===== src/rtl/pc_loop_stack.sv =====
// Program counter with a DEPTH-entry hardware loop-base stack.
// The PC can jump, increment, or branch back to the innermost loop base; stack misuse raises a sticky error.
module pc_loop_stack #(
  parameter int unsigned      WIDTH      = 8,
  parameter int unsigned      DEPTH      = 4,
  parameter logic [WIDTH-1:0] RESET_ADDR = {WIDTH{1'b0}}
) (
  input  logic                       Clk,
  input  logic                       RST,
  input  logic                       Wen,
  input  logic [WIDTH-1:0]           BusOut,
  input  logic                       PUSH,
  input  logic                       POP,
  input  logic                       LOOP,
  input  logic                       INC,
  output logic [WIDTH-1:0]           dout,
  output logic [WIDTH-1:0]           top,
  output logic [$clog2(DEPTH+1)-1:0] level,
  output logic                       full,
  output logic                       empty,
  output logic                       err
);

  localparam int unsigned LW = $clog2(DEPTH + 1);

  logic [WIDTH-1:0] dout_q  = RESET_ADDR;
  logic [WIDTH-1:0] top_q   = RESET_ADDR;
  logic [LW-1:0]    level_q = {LW{1'b0}};
  logic             full_q  = 1'b0;
  logic             empty_q = 1'b1;
  logic             err_q   = 1'b0;
  logic [WIDTH-1:0] stack_q [DEPTH];

  logic [WIDTH-1:0] dout_d;
  logic [WIDTH-1:0] top_d;
  logic [LW-1:0]    level_d;
  logic             err_d;
  logic             push_s;
  logic             we_s;
  logic [LW-1:0]    wr_idx_s;
  logic [WIDTH-1:0] below_s;

  assign push_s = Wen & PUSH;

  // Entry just beneath the current top; becomes the new top after a pop.
  always_comb begin
    below_s = RESET_ADDR;
    for (int i = 0; i < int'(DEPTH); i++) begin
      if (int'(level_q) == i + 2) begin
        below_s = stack_q[i];
      end else begin
        below_s = below_s;
      end
    end
  end

  // Next-state: PC priority chain and stack operations evaluated side by side.
  always_comb begin
    dout_d   = dout_q;
    top_d    = top_q;
    level_d  = level_q;
    err_d    = err_q;
    we_s     = 1'b0;
    wr_idx_s = {LW{1'b0}};

    if (Wen) begin
      dout_d = BusOut;
    end else if (LOOP) begin
      if (!empty_q) begin
        dout_d = top_q;
      end else begin
        err_d = 1'b1;
      end
    end else if (INC) begin
      dout_d = dout_q + {{(WIDTH-1){1'b0}}, 1'b1};
    end else begin
      dout_d = dout_q;
    end

    case ({push_s, POP})
      2'b11: begin
        // Replace-top; on an empty stack this degenerates to a plain push.
        we_s  = 1'b1;
        top_d = BusOut;
        if (!empty_q) begin
          wr_idx_s = level_q - LW'(1'b1);
        end else begin
          wr_idx_s = {LW{1'b0}};
          level_d  = LW'(1'b1);
        end
      end
      2'b10: begin
        if (!full_q) begin
          we_s     = 1'b1;
          wr_idx_s = level_q;
          level_d  = level_q + LW'(1'b1);
          top_d    = BusOut;
        end else begin
          err_d = 1'b1;
        end
      end
      2'b01: begin
        if (!empty_q) begin
          level_d = level_q - LW'(1'b1);
          top_d   = below_s;
        end else begin
          err_d = 1'b1;
        end
      end
      default: begin
        level_d = level_q;
      end
    endcase
  end

  // PC, level, cached top and flags.
  always_ff @(posedge Clk) begin
    if (RST) begin
      dout_q  <= RESET_ADDR;
      top_q   <= RESET_ADDR;
      level_q <= {LW{1'b0}};
      full_q  <= 1'b0;
      empty_q <= 1'b1;
      err_q   <= 1'b0;
    end else begin
      dout_q  <= dout_d;
      top_q   <= top_d;
      level_q <= level_d;
      full_q  <= (level_d == LW'(DEPTH));
      empty_q <= (level_d == {LW{1'b0}});
      err_q   <= err_d;
    end
  end

  // Stack storage; entries are never cleared, only invalidated by level.
  always_ff @(posedge Clk) begin
    for (int i = 0; i < int'(DEPTH); i++) begin
      if (!RST && we_s && int'(wr_idx_s) == i) begin
        stack_q[i] <= BusOut;
      end else begin
        stack_q[i] <= stack_q[i];
      end
    end
  end

  assign dout  = dout_q;
  assign top   = top_q;
  assign level = level_q;
  assign full  = full_q;
  assign empty = empty_q;
  assign err   = err_q;

endmodule

===== config.mk =====
export PLATFORM = sky130hd
export DESIGN_NAME = pc_loop_stack
export DESIGN_NICKNAME = d
export VERILOG_FILES = /design/src/rtl/pc_loop_stack.sv
export SDC_FILE = /design/constraint.sdc
export NUM_CORES = 1
export LEC_CHECK = 0
export CELL_PAD_IN_SITES_DETAIL_PLACEMENT = 1
export CELL_PAD_IN_SITES_GLOBAL_PLACEMENT = 1
export CORE_MARGIN = 3
export CORE_UTILIZATION = 39
export DETAILED_ROUTE_END_ITERATION = 7
export PLACE_DENSITY = 0.84
export SETUP_SLACK_MARGIN = 0.2
export SYNTH_ARGS = -nofsm -noshare
export SYNTH_HDL_FRONTEND = slang
export SYNTH_SLANG_ARGS = --single-unit

===== constraint.sdc =====
create_clock -name Clk -period 3.25 [get_ports Clk]
set_clock_uncertainty 0.1 [all_clocks]
set_input_delay 0.65 -clock Clk [delete_from_list [all_inputs] [get_ports Clk]]
set_output_delay 0.65 -clock Clk [all_outputs]
set_load 0.03 [all_outputs]

==> results of run 1 <==
## power groups by stage
| stage | logic, mW | clock network, mW | registers, mW |
|---|---|---|---|
| after floorplan | 0.138 | 0 | 0.849 |
| after global placement | 0.305 | 0 | 0.807 |
| after detailed placement | 0.314 | 0 | 0.807 |
| after CTS | 0.316 | 0.379 | 0.791 |
| after global routing | 0.344 | 0.414 | 0.797 |
| final | 0.315 | 0.370 | 0.792 |
## area by class of cell
cell class	instances	area, um2
fill	788	3486
sequential	54	1401
tap	96	120.1
timing repair buffer	46	435.4
clock inverter	3	20.02
clock buffer	5	68.82
inverter	11	41.29
multi-input combinational	186	1259
## metrics by stage
stage               power [mW]  setup TNS (ns)  hold slack, ns
floorplan               0.9873               0          0.4807
global placement         1.112               0          0.3626
detailed placement       1.121         -0.1871          0.3724
CTS                      1.487               0          0.3891
global route             1.556               0          0.4156
finish                   1.477               0          0.3842
## flip-flops by register name, indices dropped and copies added (netlist names)
signal	flops
stack_q	32
dout	8
top	8
level	3
empty	1
err	1
full	1
## synthesized netlist by cell type (all sizes together) (2+ instances only)
cell,number
or2,2
o41ai,2
a22oi,2
and2,3
nand2,33
o21ai,22
o211ai,2
a21oi,13
nor3,5
clkbuf,6
nand2b,3
and3,5
dfxtp,22
mux2i,3
a221oi,9
a211oi,2
o311a,8
edfxtp,32
o21a,2
nor3b,3
nand4,2
inv,11
a31oi,3
nor2b,5
buf,7
nand3,5
o32ai,3
ha,18
nor2,18
## kinds of logic after synthesis
family,Yosys count
mux,3
buf+inv,24
fa+ha+maj,18
compound gates,76
flops,54
simple gates,87
xor+xnor,2
## metal layers
| layer | global-route usage [%] | up-vias |
|---|---|---|
| met5 | 0 | - |
| met4 | 4.847 | 0 |
| met3 | 2.845 | 4 |
| met2 | 31.43 | 36 |
| met1 | 23.54 | 1037 |
| li1 | - | 1057 |
## what timing repair did
item                                    4_1_cts  5_1_grt
hold buffers                                  0        0
resized for setup                             0        1
endpoints found under the setup margin        0        1
## worst reg2reg max path, stage by stage (launching register included)
cell,delay (ns)
dfxtp_1,0.55
inv_1,0.13
ha_1,0.37
nor3b_4,0.43
a221oi_1,0.18
o311a_1,0.38
o21ai_1,0.15
## final timing paths
kind / start / endpoint / slack (ns) / depth (start not counted)
setup / recovery: Wen / stack_q[2][7] / 0.35 / 9
hold / removal: top[0] / top[0] / 0.38 / 2
setup reg to reg: level[2] / top[5] / 0.89 / 6
hold reg to reg: top[0] / top[0] / 0.38 / 2
==> results.sh, run 1 <==
export IMPL_cts_max_level=2
export IMPL_start_util_pct=40.49
export IMPL_setup_ws_ns=0.3531
export IMPL_power_frac_comb_pct=21.3
export IMPL_wl_met2_um=3623
export IMPL_synth_top_family_by_area="compound AO/OA/AOI/OAI gates"
export IMPL_critPathLaunchType="primary input"
export IMPL_wl_um=7051
export IMPL_synth_area_leaders="edfxtp_1 (35%), dfxtp_1 (16%), ha_1 (8.1%)"
export IMPL_maxSlewHeadroom_pct=56.93
export IMPL_drtIter0Drc=127
export IMPL_fin_crit_sh_pct=89.14
export IMPL_pre_cts_ws_ns=-0.02352
export IMPL_post_cts_repair_setup_buffers=0
export IMPL_peakVddDrop_uv=188.7
export IMPL_crit_fanout=8
export IMPL_die_w_um=90.22
export IMPL_place_area_mm2=0.003254
export IMPL_synth_cells=264
export IMPL_p_int_mw=1.038
export IMPL_netlist_area_mm2=0.002766
export IMPL_grt_start_max_net_pins=18
export IMPL_first_pass_iters=4
export IMPL_cp_slowest_cell="clkdlybuf4s50_1"
export IMPL_tritoncts_num_buffers=5
export IMPL_avgSynthCellArea_um2=10.48
export IMPL_post_route_min_period_ns=2.897
export IMPL_drt_met1_wl_um=3190
export IMPL_outcome="finished clean"
export IMPL_synthAdderAreaFrac_pct=8.141
export IMPL_top_level_ports=37
export IMPL_dieHeight_um=90.22
export IMPL_synth_cell_type_count=51
export IMPL_yosys_warnings=0
export IMPL_die_area_mm2=0.008140
export IMPL_grt_pass1_vias=2282
export IMPL_path_delay_family="buffers and inverters"
export IMPL_crit_buf_inv=3
export IMPL_routedWlPerCell_um=17.58
export IMPL_power_leakage_nw=1.198
export IMPL_route_met3_wl_um=177
export IMPL_final_antenna_net_count=0
export IMPL_sequentialPowerShare_pct=53.7
export IMPL_endpoint_kind="flip-flop"
export IMPL_syn_to_final_growth_pct=20.94
export IMPL_drc=0
export IMPL_synth_xor_area_share_pct=0.6332
export IMPL_finalNetCount=337
export IMPL_pwr_density_cell_mw_per_mm2=441.3
export IMPL_slowest_delay_ns=0.50
export IMPL_yosys_area_top_type="edfxtp_1"
export IMPL_highest_layer="met4"
export IMPL_rsz0062_at_grt="no"
export IMPL_n_antenna_cell=0
export IMPL_clk_pin_slew_ns=0.10
export IMPL_synth_top_area_share_pct=34.74
export IMPL_final_hold_viol_count=0
export IMPL_setup_viol=0
export IMPL_cts_buffer_depth=2
export IMPL_synthSimpleGateAreaFrac_pct=15.38
export IMPL_synth_seq_area_share_pct=50.66
export IMPL_min_path_type="flip-flop to flip-flop"
export IMPL_synth_edff_count=32
export IMPL_clk_root_buffer_cell="clkbuf_8"
export IMPL_post_layout_nonfiller_instances=401
export IMPL_required_ns=3.17
export IMPL_synth_seq_cells=54
export IMPL_grt_pass1_wl_um=11810
export IMPL_clk_latency_ns=0.30
export IMPL_coreArea_mm2=0.006832
export IMPL_arrival_ns=2.81
export IMPL_placementRows=30
export IMPL_max_freq_mhz=345.2
export IMPL_synth_compound_area_share_pct=19.99
export IMPL_dp_cells=393
export IMPL_synth_mux_area_share_pct=1.085
export IMPL_async_flop_share_pct=0
export IMPL_power_frac_clock_pct=25.0
export IMPL_final_common_cell="clkdlybuf4s50_1"
export IMPL_power_switching_uw=438.6
export IMPL_utilization_pct=48.97
export IMPL_maxCapViolations=0
export IMPL_power_switching_share_pct=29.71
export IMPL_viasPerCell=5.322
export IMPL_gr_total_overflow=0
export IMPL_antenna_found_initial=0
export IMPL_mostFrequentLayoutCells="clkdlybuf4s50_1 (36), nand2_1 (33), edfxtp_1 (32)"
export IMPL_synthFlopType="edfxtp_1"
export IMPL_path_class="primary input to flip-flop"
export IMPL_layout_drive_gt1_share_pct=8.852
export IMPL_vias=2134
export IMPL_drv_slew=0
export IMPL_cts_tree="built"
export IMPL_syn_nets=297
export IMPL_clock_sinks=54
export IMPL_grt_usage_pct=18.13
export IMPL_worst_pin_slew_ns=0.6461
export IMPL_dp_hpwl_um=5526
export IMPL_design_area_mm2=0.003346
export IMPL_path_cells="clkdlybuf4s50_1, nand2_1, inv_1, ha_1, nor2b_1, a2111oi_2, nand3_1, nor3_2, buf_4"
export IMPL_gp_congestion=0.8357
export IMPL_port_buffers=36
(Power assumes the default switching activity.)
==> inputs of run 2 (changes only) <==
Settings changed: GPL_TIMING_DRIVEN from default to 0.
==> results.sh, run 2 (synthesized netlist as in run 1, its figures left out) <==
export IMPL_layout_drive_gt1_share_pct=11.25
export IMPL_rsz0062_at_grt="no"
export IMPL_setup_viol=0
export IMPL_drc=0
export IMPL_cts_buffer_depth=2
export IMPL_max_freq_mhz=349.3
export IMPL_required_ns=3.19
export IMPL_gp_congestion=0.8109
export IMPL_top_level_ports=37
export IMPL_final_hold_viol_count=0
export IMPL_grt_start_max_net_pins=18
export IMPL_vias=2222
export IMPL_seq_area_mm2=0.001401
export IMPL_path_delay_family="simple AND/OR/NAND/NOR gates"
export IMPL_min_path_type="flip-flop to flip-flop"
export IMPL_n_antenna_cell=0
export IMPL_r2r_end="stack_q[1][4]"
export IMPL_port_buffers=35
export IMPL_holdWs_ns=0.3868
export IMPL_clk_root_buffer_cell="clkbuf_8"
export IMPL_antenna_found_initial=0
export IMPL_outcome="finished clean"
export IMPL_nFillCells=772
export IMPL_cts_max_level=2
export IMPL_clock_sinks=54
export IMPL_cts_tree="built"
export IMPL_cp_num_cells=10
export IMPL_critPathLaunch="Wen"
export IMPL_start_util_pct=40.49
export IMPL_power_leakage_nw=1.241
export IMPL_final_antenna_net_count=0
export IMPL_dp_hpwl_um=5559
export IMPL_largest_register_ffs=32
export IMPL_pwr_density_cell_mw_per_mm2=433.8
export IMPL_crit_buf_inv=4
export IMPL_tritoncts_num_buffers=5
export IMPL_die_w_um=90.22
export IMPL_clk_pin_slew_ns=0.10
export IMPL_routedWlPerCell_um=18.83
export IMPL_multi_input_area_mm2=0.001331
export IMPL_gr_total_overflow=0
export IMPL_wl_um=7662
export IMPL_post_route_min_period_ns=2.863
export IMPL_viasPerCell=5.459
export IMPL_regToRegSetupSlack_ns=0.97
export IMPL_syn_to_final_growth_pct=25.51
export IMPL_cp_endpoint="stack_q[2][5]"
export IMPL_maxCapViolations=0
export IMPL_mostFrequentLayoutCells="nand2_1 (33), clkdlybuf4s50_1 (33), edfxtp_1 (32)"
export IMPL_path_cells="dlygate4sd2_1, clkbuf_8, nand2_1, inv_2, ha_1, nor2b_1, a2111oi_4, nand3_2, nor3_4, buf_12"
export IMPL_path_class="primary input to flip-flop"
export IMPL_endpoint_kind="flip-flop"
export IMPL_maxSlewHeadroom_pct=53.96
export IMPL_dieHeight_um=90.22
export IMPL_design_area_mm2=0.003472
export IMPL_crit_fanout=10
export IMPL_fin_setup_tns_ns=0
export IMPL_cp_slowest_cell="a2111oi_4"
export IMPL_worst_pin_slew_ns=0.6834
export IMPL_grt_pass1_vias=2422
export IMPL_peakVddDrop_uv=182.7
export IMPL_placementRows=30
export IMPL_reg2reg_depth=5
export IMPL_arrival_ns=2.80
export IMPL_place_area_mm2=0.003242
export IMPL_drtIter0Drc=102
export IMPL_first_pass_iters=4
export IMPL_finalNetCount=343
export IMPL_grt_pass1_wl_um=12720
export IMPL_worstReg2RegStart="level[0]"
export IMPL_critPathLaunchType="primary input"
export IMPL_drv_slew=0
export IMPL_slowest_delay_ns=0.35
export IMPL_die_area_mm2=0.008140
export IMPL_fin_crit_sh_pct=88.08
export IMPL_regMostFlops="stack_q"
export IMPL_grt_usage_pct=19.52
export IMPL_clk_latency_ns=0.31
export IMPL_coreArea_mm2=0.006832
## run 2: cell types whose count changed in the layout (fill, tap and decap cells not counted), sizes merged
cell / before / now
buf: 10 / 11
clkbuf: 5 / 11
clkdlybuf4s50: 36 / 33
dlygate4sd2: 0 / 1
dlymetal6s2s: 0 / 1
## run 2: final cells by class
class	instances	area share [%]
Clock inverter	3	0.5766
Inverter	11	1.189
Multi-Input combinational cell	186	38.34
Buffer	13	2.378
Timing Repair Buffer	39	11.71
Tap cell	96	3.459
Sequential cell	54	40.36
Clock buffer	5	1.982
## run 2: how the worst min path moves through the flow
stage	from	to	slack, ns	depth (start not counted)
global route	top[4]	top[4]	0.42	2
CTS	top[1]	top[1]	0.39	2
finish	top[0]	top[0]	0.39	2
global placement	top[0]	top[0]	0.37	2
floorplan	top[5]	top[5]	0.48	2
detailed placement	top[0]	top[0]	0.37	2
## run 2: layer usage
layer  track usage (%)  vias to the layer above  routed length (um)
met5                 0                        -                   0
met4             6.633                        0                 209
met3             2.678                       18                 211
met2             34.85                       56                3848
met1             24.11                     1081                3392
li1                  -                     1067                   -
## run 2: worst min-delay path, stage by stage (launching register included)
cell,delay [ns]
dfxtp_1,0.34
nand2_1,0.06
o21ai_1,0.05
## run 2: through the flow
| stage | utilization, % | worst slack (ns) | instances | power (mW) |
|---|---|---|---|---|
| finish | 50.82 | 0.3874 | 407 | 1.506 |
| global route | 50.82 | 0.2493 | 407 | 1.577 |
| CTS | 50.60 | 0.2698 | 407 | 1.506 |
| detailed placement | 47.45 | -0.9075 | 395 | 1.120 |
| global placement | 47.45 | -0.7285 | 395 | 1.109 |
| floorplan | - | 0.3613 | 264 | 0.9873 |
## run 2: power by group
part	switching [mW]	internal, mW	leakage (nW)
Sequential	0.0367	0.754	0.470
Clock	0.235	0.152	0.0422
Combinational	0.194	0.134	0.729
## run 2: what timing repair did
item,4_1_cts,5_1_grt
endpoints found under the hold margin,0,0
pin swaps,4,0
endpoints found under the setup margin,32,24
buffers inserted,4,0
hold buffers,0,0
gates resized for setup,17,2
